`config.mk`:
```
export PLATFORM = sky130hd
export DESIGN_NAME = mac_sched_ctrl
export DESIGN_NICKNAME = d
export VERILOG_FILES = /design/src/rtl/cnn_ctrl_pkg.sv /design/src/rtl/mac_ctrl_tag_pipe.sv /design/src/rtl/mac_sched_ctrl.sv
export SDC_FILE = /design/constraint.sdc
export NUM_CORES = 1
export LEC_CHECK = 0
export CAP_MARGIN = 20
export CORE_MARGIN = 3
export CORE_UTILIZATION = 45
export DETAILED_ROUTE_END_ITERATION = 6
export GPL_TIMING_DRIVEN = 0
export HOLD_SLACK_MARGIN = 0.03
export MAX_ROUTING_LAYER = met4
export PLACE_DENSITY = 0.69
export SETUP_SLACK_MARGIN = 0.3
export SYNTH_ARGS = -nofsm -noshare
export SYNTH_HDL_FRONTEND = slang
export SYNTH_SLANG_ARGS = --single-unit
export TNS_END_PERCENT = 100
```
`constraint.sdc`:
```
create_clock -name clk -period 5 [get_ports clk]
set_clock_uncertainty 0.05 [all_clocks]
set_input_delay 0.75 -clock clk [delete_from_list [all_inputs] [get_ports clk]]
set_output_delay 0.75 -clock clk [all_outputs]
set_load 0.05 [all_outputs]
```
`src/rtl/cnn_ctrl_pkg.sv`:
```
// Shared types and default latencies for the MAC scheduling controller.
package cnn_ctrl_pkg;

  localparam int PIPE_LAT_DEF  = 12;
  localparam int SCALE_LAT_DEF = 3;

  typedef enum logic [1:0] {
    ST_IDLE,
    ST_RUN,
    ST_DRAIN,
    ST_DONE
  } sched_state_t;

  typedef struct packed {
    logic valid;
    logic first;
    logic last;
  } mac_tag_t;

  localparam int TAG_W = $bits(mac_tag_t);

endpackage

```
`src/rtl/mac_ctrl_tag_pipe.sv`:
```
// Fixed-depth delay line for per-beat MAC tags; also reports whether any
// stage still carries a valid tag.
module mac_ctrl_tag_pipe
  import cnn_ctrl_pkg::*;
#(
  parameter int DEPTH = PIPE_LAT_DEF + 1
) (
  input  logic             clk,
  input  logic             rst,
  input  logic [TAG_W-1:0] tag_i,
  output logic [TAG_W-1:0] tag_o,
  output logic             any_valid_o
);

  mac_tag_t stage_q [DEPTH];

  // NOTE: this array is a shift register, not a RAM, so every stage is reset;
  // stale tags must never leak out after a reset.
  always_ff @(posedge clk or posedge rst) begin
    if (rst) begin
      for (int i = 0; i < DEPTH; i++) stage_q[i] <= '0;
    end else begin
      stage_q[0] <= tag_i;
      for (int i = 1; i < DEPTH; i++) stage_q[i] <= stage_q[i-1];
    end
  end

  assign tag_o = stage_q[DEPTH-1];

  // NOTE: the default assignment before the loop keeps this purely
  // combinational; without it a latch would be inferred.
  always_comb begin
    any_valid_o = 1'b0;
    for (int i = 0; i < DEPTH; i++) any_valid_o = any_valid_o | stage_q[i].valid;
  end

endmodule

```
`src/rtl/mac_sched_ctrl.sv`:
```
// Layer scheduler for a MAC array: issues activation/weight beats and
// aligned accumulate/output strobes. Optional MAC_SCHED_PERF_CNT_EN adds
// busy/stall performance counters.
module mac_sched_ctrl
  import cnn_ctrl_pkg::*;
#(
  parameter int PIPE_LAT  = PIPE_LAT_DEF,
  parameter int SCALE_LAT = SCALE_LAT_DEF,
  parameter int ACC_W     = 8,
  parameter int PIX_W     = 16
) (
  input  logic             clk,
  input  logic             rst,
  input  logic             start_i,
  input  logic [ACC_W-1:0] cfg_acc_num_i,
  input  logic [PIX_W-1:0] cfg_pix_num_i,
  input  logic [15:0]      cfg_scale_i,
  output logic             busy_o,
  output logic             done_o,
  input  logic             act_valid_i,
  output logic             act_ready_o,
  output logic [ACC_W-1:0] wgt_addr_o,
  output logic             wgt_rd_o,
  output logic             mac_data_valid_o,
  output logic             mac_weight_valid_o,
  output logic             mac_acc_en_o,
  output logic             mac_adder_rst_o,
  output logic [15:0]      mac_scale_o,
  output logic [7:0]       mac_acc_num_o,
  output logic             out_valid_o
`ifdef MAC_SCHED_PERF_CNT_EN
  ,
  output logic [31:0]      perf_busy_cyc_o,
  output logic [31:0]      perf_stall_cyc_o
`endif
);

  sched_state_t     state_q;
  logic [ACC_W-1:0] acc_num_q, beat_cnt_q, acc_eff;
  logic [PIX_W-1:0] pix_num_q, pix_cnt_q;
  logic             accept, beat_last, pix_last, tag_busy;
  mac_tag_t         tag_in, tag_out;
  logic [SCALE_LAT:0] out_sr_q;

  assign acc_eff   = (cfg_acc_num_i == '0) ? ACC_W'(1) : cfg_acc_num_i;
  assign accept    = act_valid_i & act_ready_o;
  assign beat_last = (beat_cnt_q == acc_num_q - ACC_W'(1));
  assign pix_last  = (pix_cnt_q == pix_num_q - PIX_W'(1));

  assign wgt_rd_o   = accept;
  assign wgt_addr_o = beat_cnt_q;

  assign tag_in.valid = accept;
  assign tag_in.first = accept & (beat_cnt_q == '0);
  assign tag_in.last  = accept & beat_last;

  // One extra stage on top of PIPE_LAT covers the cycle that registers
  // mac_data_valid_o, so the tag lines up with the product at the adder.
  mac_ctrl_tag_pipe #(.DEPTH(PIPE_LAT + 1)) u_tag_pipe (
    .clk         (clk),
    .rst         (rst),
    .tag_i       (tag_in),
    .tag_o       (tag_out),
    .any_valid_o (tag_busy)
  );

  assign mac_acc_en_o    = tag_out.valid;
  assign mac_adder_rst_o = tag_out.valid & tag_out.first;
  assign out_valid_o     = out_sr_q[SCALE_LAT];

  // Accumulator register plus SCALE_LAT clip/scale stages.
  always_ff @(posedge clk or posedge rst) begin
    if (rst) out_sr_q <= '0;
    else     out_sr_q <= (SCALE_LAT+1)'({out_sr_q, tag_out.valid & tag_out.last});
  end

  // NOTE: sequential state uses non-blocking assignments only, so every
  // right-hand side sees the pre-edge values regardless of statement order.
  always_ff @(posedge clk or posedge rst) begin
    if (rst) begin
      state_q            <= ST_IDLE;
      acc_num_q          <= '0;
      pix_num_q          <= '0;
      beat_cnt_q         <= '0;
      pix_cnt_q          <= '0;
      busy_o             <= 1'b0;
      done_o             <= 1'b0;
      act_ready_o        <= 1'b0;
      mac_data_valid_o   <= 1'b0;
      mac_weight_valid_o <= 1'b0;
      mac_scale_o        <= '0;
      mac_acc_num_o      <= '0;
    end else begin
      done_o             <= 1'b0;
      mac_data_valid_o   <= accept;
      mac_weight_valid_o <= accept;
      case (state_q)
        ST_IDLE: if (start_i) begin
          acc_num_q     <= acc_eff;
          pix_num_q     <= cfg_pix_num_i;
          mac_scale_o   <= cfg_scale_i;
          mac_acc_num_o <= 8'(acc_eff);
          beat_cnt_q    <= '0;
          pix_cnt_q     <= '0;
          busy_o        <= 1'b1;
          if (cfg_pix_num_i == '0) begin
            state_q <= ST_DONE;
          end else begin
            state_q     <= ST_RUN;
            act_ready_o <= 1'b1;
          end
        end
        ST_RUN: if (accept) begin
          if (beat_last) begin
            beat_cnt_q <= '0;
            pix_cnt_q  <= pix_cnt_q + PIX_W'(1);
            if (pix_last) begin
              state_q     <= ST_DRAIN;
              act_ready_o <= 1'b0;
            end
          end else begin
            beat_cnt_q <= beat_cnt_q + ACC_W'(1);
          end
        end
        // Wait until the last output word has left the scale stages too.
        ST_DRAIN: if (!tag_busy && out_sr_q == '0) state_q <= ST_DONE;
        ST_DONE: begin
          done_o  <= 1'b1;
          busy_o  <= 1'b0;
          state_q <= ST_IDLE;
        end
        default: state_q <= ST_IDLE;
      endcase
    end
  end

`ifdef MAC_SCHED_PERF_CNT_EN
  always_ff @(posedge clk or posedge rst) begin
    if (rst) begin
      perf_busy_cyc_o  <= '0;
      perf_stall_cyc_o <= '0;
    end else if (state_q == ST_IDLE && start_i) begin
      perf_busy_cyc_o  <= '0;
      perf_stall_cyc_o <= '0;
    end else begin
      if (busy_o && perf_busy_cyc_o != '1)
        perf_busy_cyc_o <= perf_busy_cyc_o + 32'd1;
      if (state_q == ST_RUN && !act_valid_i && perf_stall_cyc_o != '1)
        perf_stall_cyc_o <= perf_stall_cyc_o + 32'd1;
    end
  end
`endif

endmodule

```
==> flow_metrics.py, run 1 <==
metrics = {
    "timing": {
        "final_hold_viol_count": 0,
        "worst_slew_pin_slew_ns": 0.662,
        "min_period_over_period_pct": 63.0,
        "fmax_ghz": 0.317,
        "final_max_slew_viol_count": 0,
        "min_period_ns": 3.15,
        "tns_ns": 0,
        "setup_violations": 0,
        "maxSlewHeadroom_pct": 55.9,
        "rsz0062_at_grt": "no",
    },
    "setup_path": {
        "r2r_slack_ns": 1.85,
        "cp_max_fo": 6,
        "crit_family": "simple AND/OR/NAND/NOR gates",
        "worstSetupEndpointType": "flop",
        "rr_endpoint": "state_q[0]",
        "max_stage_delay_ns": 0.51,
        "path_cells": "inv_1, ha_1, or4b_1, or3_1, mux2i_1, a221oi_1, nand4_2, or4_1, nand3_1",
        "arrival_ns": 3.40,
        "critical_path_class": "reg2reg",
        "startpoint_type": "flop",
        "cp.required_ns": 5.25,
        "path_buf_inv": 1,
        "r2r_cells": 9,
        "rr_startpoint": "pix_num_q[0]",
        "critPathSlowestCell": "or4b_1",
    },
    "die": {
        "die_h_um": 115,
        "num_rows": 39,
        "core_area_um2": 11500,
        "die_w_um": 115,
        "dieArea_um2": 13100,
        "io_pins": 85,
        "start_util_pct": 46.3,
    },
    "route": {
        "routed_wl_mm": 11.8,
        "drt-pass1-iter-count": 4,
        "drt_iter0_markers": 326,
        "avgRoutedWirePerCell_um": 16.4,
        "ant_nets": 0,
        "via_per_inst": 5.60,
        "drc_errors": 0,
        "dr_total_vias": 4023,
    },
    "power_and_ir_drop": {
        "leakagePower_nw": 2.76,
        "ir_drop_mv": 0.539,
        "power_frac_seq_pct": 35.1,
        "p_int_mw": 2.33,
        "switchingPower_mw": 1.74,
        "power.density_nw_per_um2": 610,
        "switching_share_pct": 42.7,
        "clkPwrFrac_pct": 18.5,
        "p_comb_share_pct": 46.4,
    },
    "synthesis": {
        "postSynthAreaPerCell_um2": 11.2,
        "yosys_register_bits": 112,
        "syn_nets": 528,
        "ys_seq_area_share_pct": 52.8,
        "netlist_instances": 474,
        "async_flop_share_pct": 100,
        "yosys_most_used_dff": "dfrtp_1",
        "synth_edf_count": 0,
        "synthesis.area_um2": 5310,
        "ys_warn_count": 0,
        "ys_types": 63,
    },
    "global_routing": {
        "grt-ovfl-total": 0,
        "grt_max_degree": 72,
        "grt_pass1_wl_mm": 19.9,
        "grt_antenna_before_repair": 0,
        "grt_use_total_pct": 19.6,
        "first_global_vias": 4032,
    },
    "placement": {
        "dp_cells": 702,
        "gp_congestion": 0.826,
        "dpl.hpwl_mm": 8.54,
        "port_buffers": 84,
    },
    "min_path": {
        "hold_start": "u_tag_pipe.stage_q[22]",
        "holdPathStages": 0,
        "whs_endpoint": "u_tag_pipe.stage_q[19]",
        "hp-class": "reg2reg",
    },
    "clock_tree": {
        "clk_latency_ns": 0.36,
        "cts_sinks": 112,
        "h-tree-depth": 3,
        "clockBufferDepth": 2,
        "root_buffer": "clkbuf_16",
        "path_clk_slew_ns": 0.07,
        "cts-buffers-inserted": 9,
        "hold_buffers": 0,
        "post_cts_resized": 0,
        "cts_tree": "built",
        "post_cts_buffers": 0,
    },
    "run": {
        "cap_viol_max_count": 0,
    },
    "layout": {
        "antenna_cells": 0,
        "nets": 624,
        "areaGrowthSynthToFinish_pct": 25.7,
        "finalNonFillerCells": 718,
        "nFillCells": 969,
        "drive_gt1_share_pct": 12.7,
    },
    "run_status": {
        "status": "finished, final reports clean",
    },
}
-- logic make-up (layout without fill, tap and decap cells) --
kind of cell,Yosys count,in the layout,synth area share [%]
muxes,44,44,9.26
xor gates and xnor gates,32,32,5.28
buffers and inverters,38,139,2.97
and+or+nand+nor,155,155,17.3
DFF,112,112,52.8
AOI/OAI and AO/OA,83,83,10.1
adders and majority gates,10,10,2.36
-- routing by layer --
layer  GRT usage (%)  vias to the layer above  share of wire (%)
met5               -                        -                  0
met4            6.89                        0                2.2
met3            4.60                       19                5.0
met2            30.4                      118                 47
met1            25.4                     1972                 46
li1                -                     1914                  -
-- Yosys cell counts, drive strengths merged (2+ instances only) --
library cell | count | area (um2)
o21bai | 2 | 15.0
or2 | 3 | 18.8
nand4 | 10 | 68.8
a221oi | 2 | 17.5
nand2b | 6 | 37.5
a22oi | 2 | 20.0
mux2 | 41 | 462
dfrtp | 112 | 2800
or4 | 8 | 67.6
xnor2 | 22 | 193
or3 | 13 | 81.3
nor3 | 13 | 70.1
a21boi | 2 | 15.0
nor4 | 15 | 130
a31oi | 5 | 31.3
a211oi | 2 | 15.0
buf | 5 | 33.8
nor2 | 19 | 71.3
nand3 | 12 | 60.1
nand2 | 28 | 105
o211ai | 3 | 22.5
o31ai | 6 | 45.0
a31o | 3 | 26.3
nor2b | 5 | 31.3
and3 | 6 | 37.5
o21ai | 19 | 95.1
inv | 13 | 48.8
ha | 10 | 125
o22ai | 3 | 18.8
mux2i | 3 | 30.0
nor4b | 4 | 35.0
a22o | 2 | 17.5
o2111ai | 2 | 17.5
a21oi | 22 | 110
clkbuf | 20 | 75.1
and2 | 5 | 31.3
and4 | 3 | 26.3
xor2 | 10 | 87.6
-- worst reg2reg max path, cell delays in order, from the launching register on --
cell and delay, ns:
dfrtp_1 0.47, inv_1 0.09, ha_1 0.26, or4b_1 0.51, or3_1 0.35, mux2i_1 0.14
a221oi_1 0.39, nand4_2 0.24, or4_1 0.51, nand3_1 0.07
-- worst max path at each step --
| stage | startpoint | endpoint | slack (ns) | cells after the start |
|---|---|---|---|---|
| after floorplan | rst | acc_num_q[0] | 1.24 | 1 |
| after global placement | rst | pix_num_q[10] | -0.31 | 2 |
| after detailed placement | start_i | pix_cnt_q[10] | 1.79 | 8 |
| after CTS | pix_num_q[0] | state_q[0] | 1.84 | 9 |
| after global routing | acc_num_q[0] | wgt_addr_o[2] | 1.63 | 12 |
| final | pix_num_q[0] | state_q[0] | 1.85 | 9 |
-- per-stage QoR --
stage | worst slack, ns | power [mW] | hold WS, ns | util [%] | cell area (um2)
6_report | 1.85 | 4.07 | 0.301 | 58.2 | 6670
5_1_grt | 1.63 | 4.32 | 0.310 | 58.2 | 6670
4_1_cts | 1.84 | 4.11 | 0.302 | 58.2 | 6670
3_5_place_dp | 1.79 | 3.34 | 0.285 | 55.5 | 6360
3_3_place_gp | -0.313 | 3.28 | 0.285 | 55.2 | 6330
2_1_floorplan | 1.24 | 2.76 | 0.281 | - | 5310
-- cell type report --
| class | instances | area, um2 | area share [%] |
|---|---|---|---|
| Sequential cell | 112 | 2800 | 42.0 |
| Multi-Input combinational cell | 324 | 2350 | 35.2 |
| Timing Repair Buffer | 85 | 868 | 13.0 |
| Clock buffer | 9 | 225 | 3.38 |
| Tap cell | 143 | 179 | 2.68 |
| Buffer | 25 | 109 | 1.63 |
| Clock inverter | 7 | 87.6 | 1.31 |
| Inverter | 13 | 51.3 | 0.769 |
-- sequential cells by signal, summed over array words and instances, names as in the netlist, 2 cells and up --
signal,flops
u_tag_pipe.stage_q,36
mac_scale_o,16
pix_cnt_q,16
pix_num_q,16
acc_num_q,8
wgt_addr_o,8
out_sr_q,4
u_tag_pipe.tag_o,3
state_q,2
-- placed cells by master (no fill, tap or decap), types with 13 or more instances in the layout --
| cell | synthesis | final |
|---|---|---|
| nand2_1 | 28 | 28 |
| xnor2_1 | 22 | 22 |
| or3_1 | 13 | 13 |
| nor2_1 | 19 | 19 |
| clkbuf_1 | 20 | 20 |
| mux2_2 | 40 | 40 |
| clkdlybuf4s50_1 | 0 | 84 |
| dfrtp_1 | 112 | 112 |
| a21oi_1 | 22 | 22 |
-- power groups by stage --
stage	logic, mW	clock network (mW)	registers [mW]
6_report	1.89	0.752	1.43
2_1_floorplan	0.943	0	1.81
4_1_cts	1.90	0.776	1.43
3_3_place_gp	1.84	0	1.44
3_5_place_dp	1.89	0	1.45
5_1_grt	2.04	0.801	1.48
No activity file was read; power rests on OpenSTA's default activity.
==> inputs of run 2 (changes only) <==
- clock period: 5 -> 3.3 ns (I/O delays scaled with it)
==> run 2 against run 1 <==
  * Combinational power rose by 57%
  * Count of clock-buffer cells in the layout did not move
  * Sequential share of layout area fell by 0.67 points
  * Core utilization rose by 0.99 points
  * Critical endpoint unchanged
==> flow_metrics.py, run 2 (synthesized netlist as in run 1, its figures left out) <==
metrics = {
    "run_status": {
        "status": "finished, final reports clean",
    },
    "clock_tree": {
        "path_clk_slew_ns": 0.07,
        "clk_latency_ns": 0.35,
        "cts-buffers-inserted": 9,
        "hold_buffers": 0,
        "clockBufferDepth": 2,
        "root_buffer": "clkbuf_16",
        "cts_tree": "built",
        "cts_sinks": 112,
        "h-tree-depth": 3,
    },
    "setup_path": {
        "r2r_slack_ns": 0.39,
        "cp.required_ns": 3.54,
        "cp_max_fo": 6,
        "critical_path_class": "reg2reg",
        "path_cells": "inv_1, ha_4, or4b_4, or3_1, mux2i_1, a221oi_2, nand4_2, or4_1, nand3_1",
        "max_stage_delay_ns": 0.51,
        "rr_endpoint": "state_q[0]",
        "arrival_ns": 3.14,
        "critPathSlowestCell": "or4_1",
        "startpoint_type": "flop",
        "rr_startpoint": "pix_num_q[0]",
        "r2r_cells": 9,
        "worstSetupEndpointType": "flop",
    },
    "global_routing": {
        "grt_max_degree": 39,
        "grt_use_total_pct": 19.9,
        "grt-ovfl-total": 0,
        "grt_pass1_wl_mm": 19.9,
        "grt_antenna_before_repair": 0,
        "first_global_vias": 4067,
    },
    "timing": {
        "fmax_ghz": 0.344,
        "min_period_ns": 2.91,
        "maxSlewHeadroom_pct": 56.2,
        "final_hold_viol_count": 0,
        "setup_violations": 0,
        "rsz0062_at_grt": "no",
        "worst_slew_pin_slew_ns": 0.657,
        "tns_ns": 0,
        "final_max_slew_viol_count": 0,
        "min_period_over_period_pct": 88.1,
    },
    "die": {
        "start_util_pct": 46.3,
        "core_area_um2": 11500,
        "die_h_um": 115,
        "io_pins": 85,
        "num_rows": 39,
        "die_w_um": 115,
        "dieArea_um2": 13100,
    },
    "placement": {
        "port_buffers": 84,
        "gp_congestion": 0.891,
        "place_area_um2": 6390,
        "dp_cells": 704,
        "dpl.hpwl_mm": 8.92,
    },
    "min_path": {
        "hp-class": "reg2reg",
        "hold_start": "u_tag_pipe.stage_q[13]",
        "whs_endpoint": "u_tag_pipe.stage_q[10]",
        "holdPathStages": 0,
    },
    "route": {
        "via_per_inst": 5.56,
        "drt_iter0_markers": 210,
        "ant_nets": 0,
        "avgRoutedWirePerCell_um": 16.7,
        "routed_wl_mm": 12.0,
        "drt-pass1-iter-count": 5,
        "drc_errors": 0,
        "dr_total_vias": 4015,
    },
    "layout": {
        "areaGrowthSynthToFinish_pct": 27.8,
        "regMostFlops": "u_tag_pipe.stage_q",
        "stdcell_area_um2": 6790,
        "final_cell_mix": "110 x dfrtp_1, 84 x clkdlybuf4s50_1, 40 x mux2_2, 28 x nand2_1, 22 x xnor2_1",
        "antenna_cells": 0,
        "finalNonFillerCells": 722,
        "mostFrequentLayoutCell": "dfrtp_1",
        "drive_gt1_share_pct": 15.7,
        "largest_reg_flops": 36,
        "nFillCells": 938,
        "nets": 630,
    },
    "power_and_ir_drop": {
        "total_power_mw": 6.23,
        "leakagePower_nw": 2.80,
        "power.density_nw_per_um2": 918,
        "ir_drop_mv": 0.636,
    },
    "run": {
        "cap_viol_max_count": 0,
    },
}
run 2: area by class of cell:
| class | instances | area, um2 | area share [%] |
|---|---|---|---|
| Buffer | 25 | 114 | 1.68 |
| Clock buffer | 9 | 225 | 3.32 |
| Clock inverter | 5 | 66.3 | 0.977 |
| Inverter | 13 | 52.6 | 0.774 |
| Multi-Input combinational cell | 324 | 2410 | 35.6 |
| Sequential cell | 112 | 2810 | 41.3 |
| Tap cell | 143 | 179 | 2.64 |
| Timing Repair Buffer | 91 | 931 | 13.7 |
run 2: how the worst max path moves through the flow:
stage / from / endpoint / slack (ns) / depth (start not counted)
final: pix_num_q[0] / state_q[0] / 0.39 / 9
after detailed placement: pix_num_q[0] / state_q[0] / 0.12 / 9
after CTS: pix_num_q[0] / state_q[0] / 0.26 / 9
after global placement: pix_num_q[0] / state_q[0] / 0.16 / 9
after floorplan: acc_num_q[0] / state_q[1] / 0.37 / 10
after global routing: pix_num_q[0] / state_q[0] / 0.30 / 9
run 2: worst max-delay path, delay by kind of cell, from the launching register on:
kind | cells | cell delay [ns]
AO/OA/AOI/OAI | 1 | 0.31
adder cells (fa/ha/maj) | 1 | 0.17
AND/OR/NAND/NOR | 5 | 1.60
buffers and inverters | 1 | 0.11
multiplexers | 1 | 0.15
flip-flops | 1 | 0.46
run 2: through the flow:
stage               hold WS, ns  worst slack [ns]  utilization (%)
CTS                       0.301             0.256             58.4
detailed placement        0.285             0.121             55.7
floorplan                 0.281             0.375                -
finish                    0.299             0.394             59.2
global route              0.310             0.297             59.2
global placement          0.285             0.164             55.2
run 2: power by group:
part | internal (mW) | switching [mW]
clock | 0.590 | 0.498
combinational | 1.19 | 1.76
sequential | 1.80 | 0.386
total | 3.58 | 2.65
run 2: repair_timing:
item | in CTS | in global routing
endpoints found under the hold margin | 0 | 0
pin swaps | 0 | 4
buffers inserted | 0 | 4
resized for setup | 3 | 16
setup endpoints to repair | 6 | 13
run 2: per-layer routing:
layer	share of wire, %	global-route usage [%]	vias to the layer above
met2	48	30.3	100
met4	1.8	8.16	0
met1	45	25.8	1972
li1	-	-	1931
met3	4.5	4.33	12
met5	0	-	-
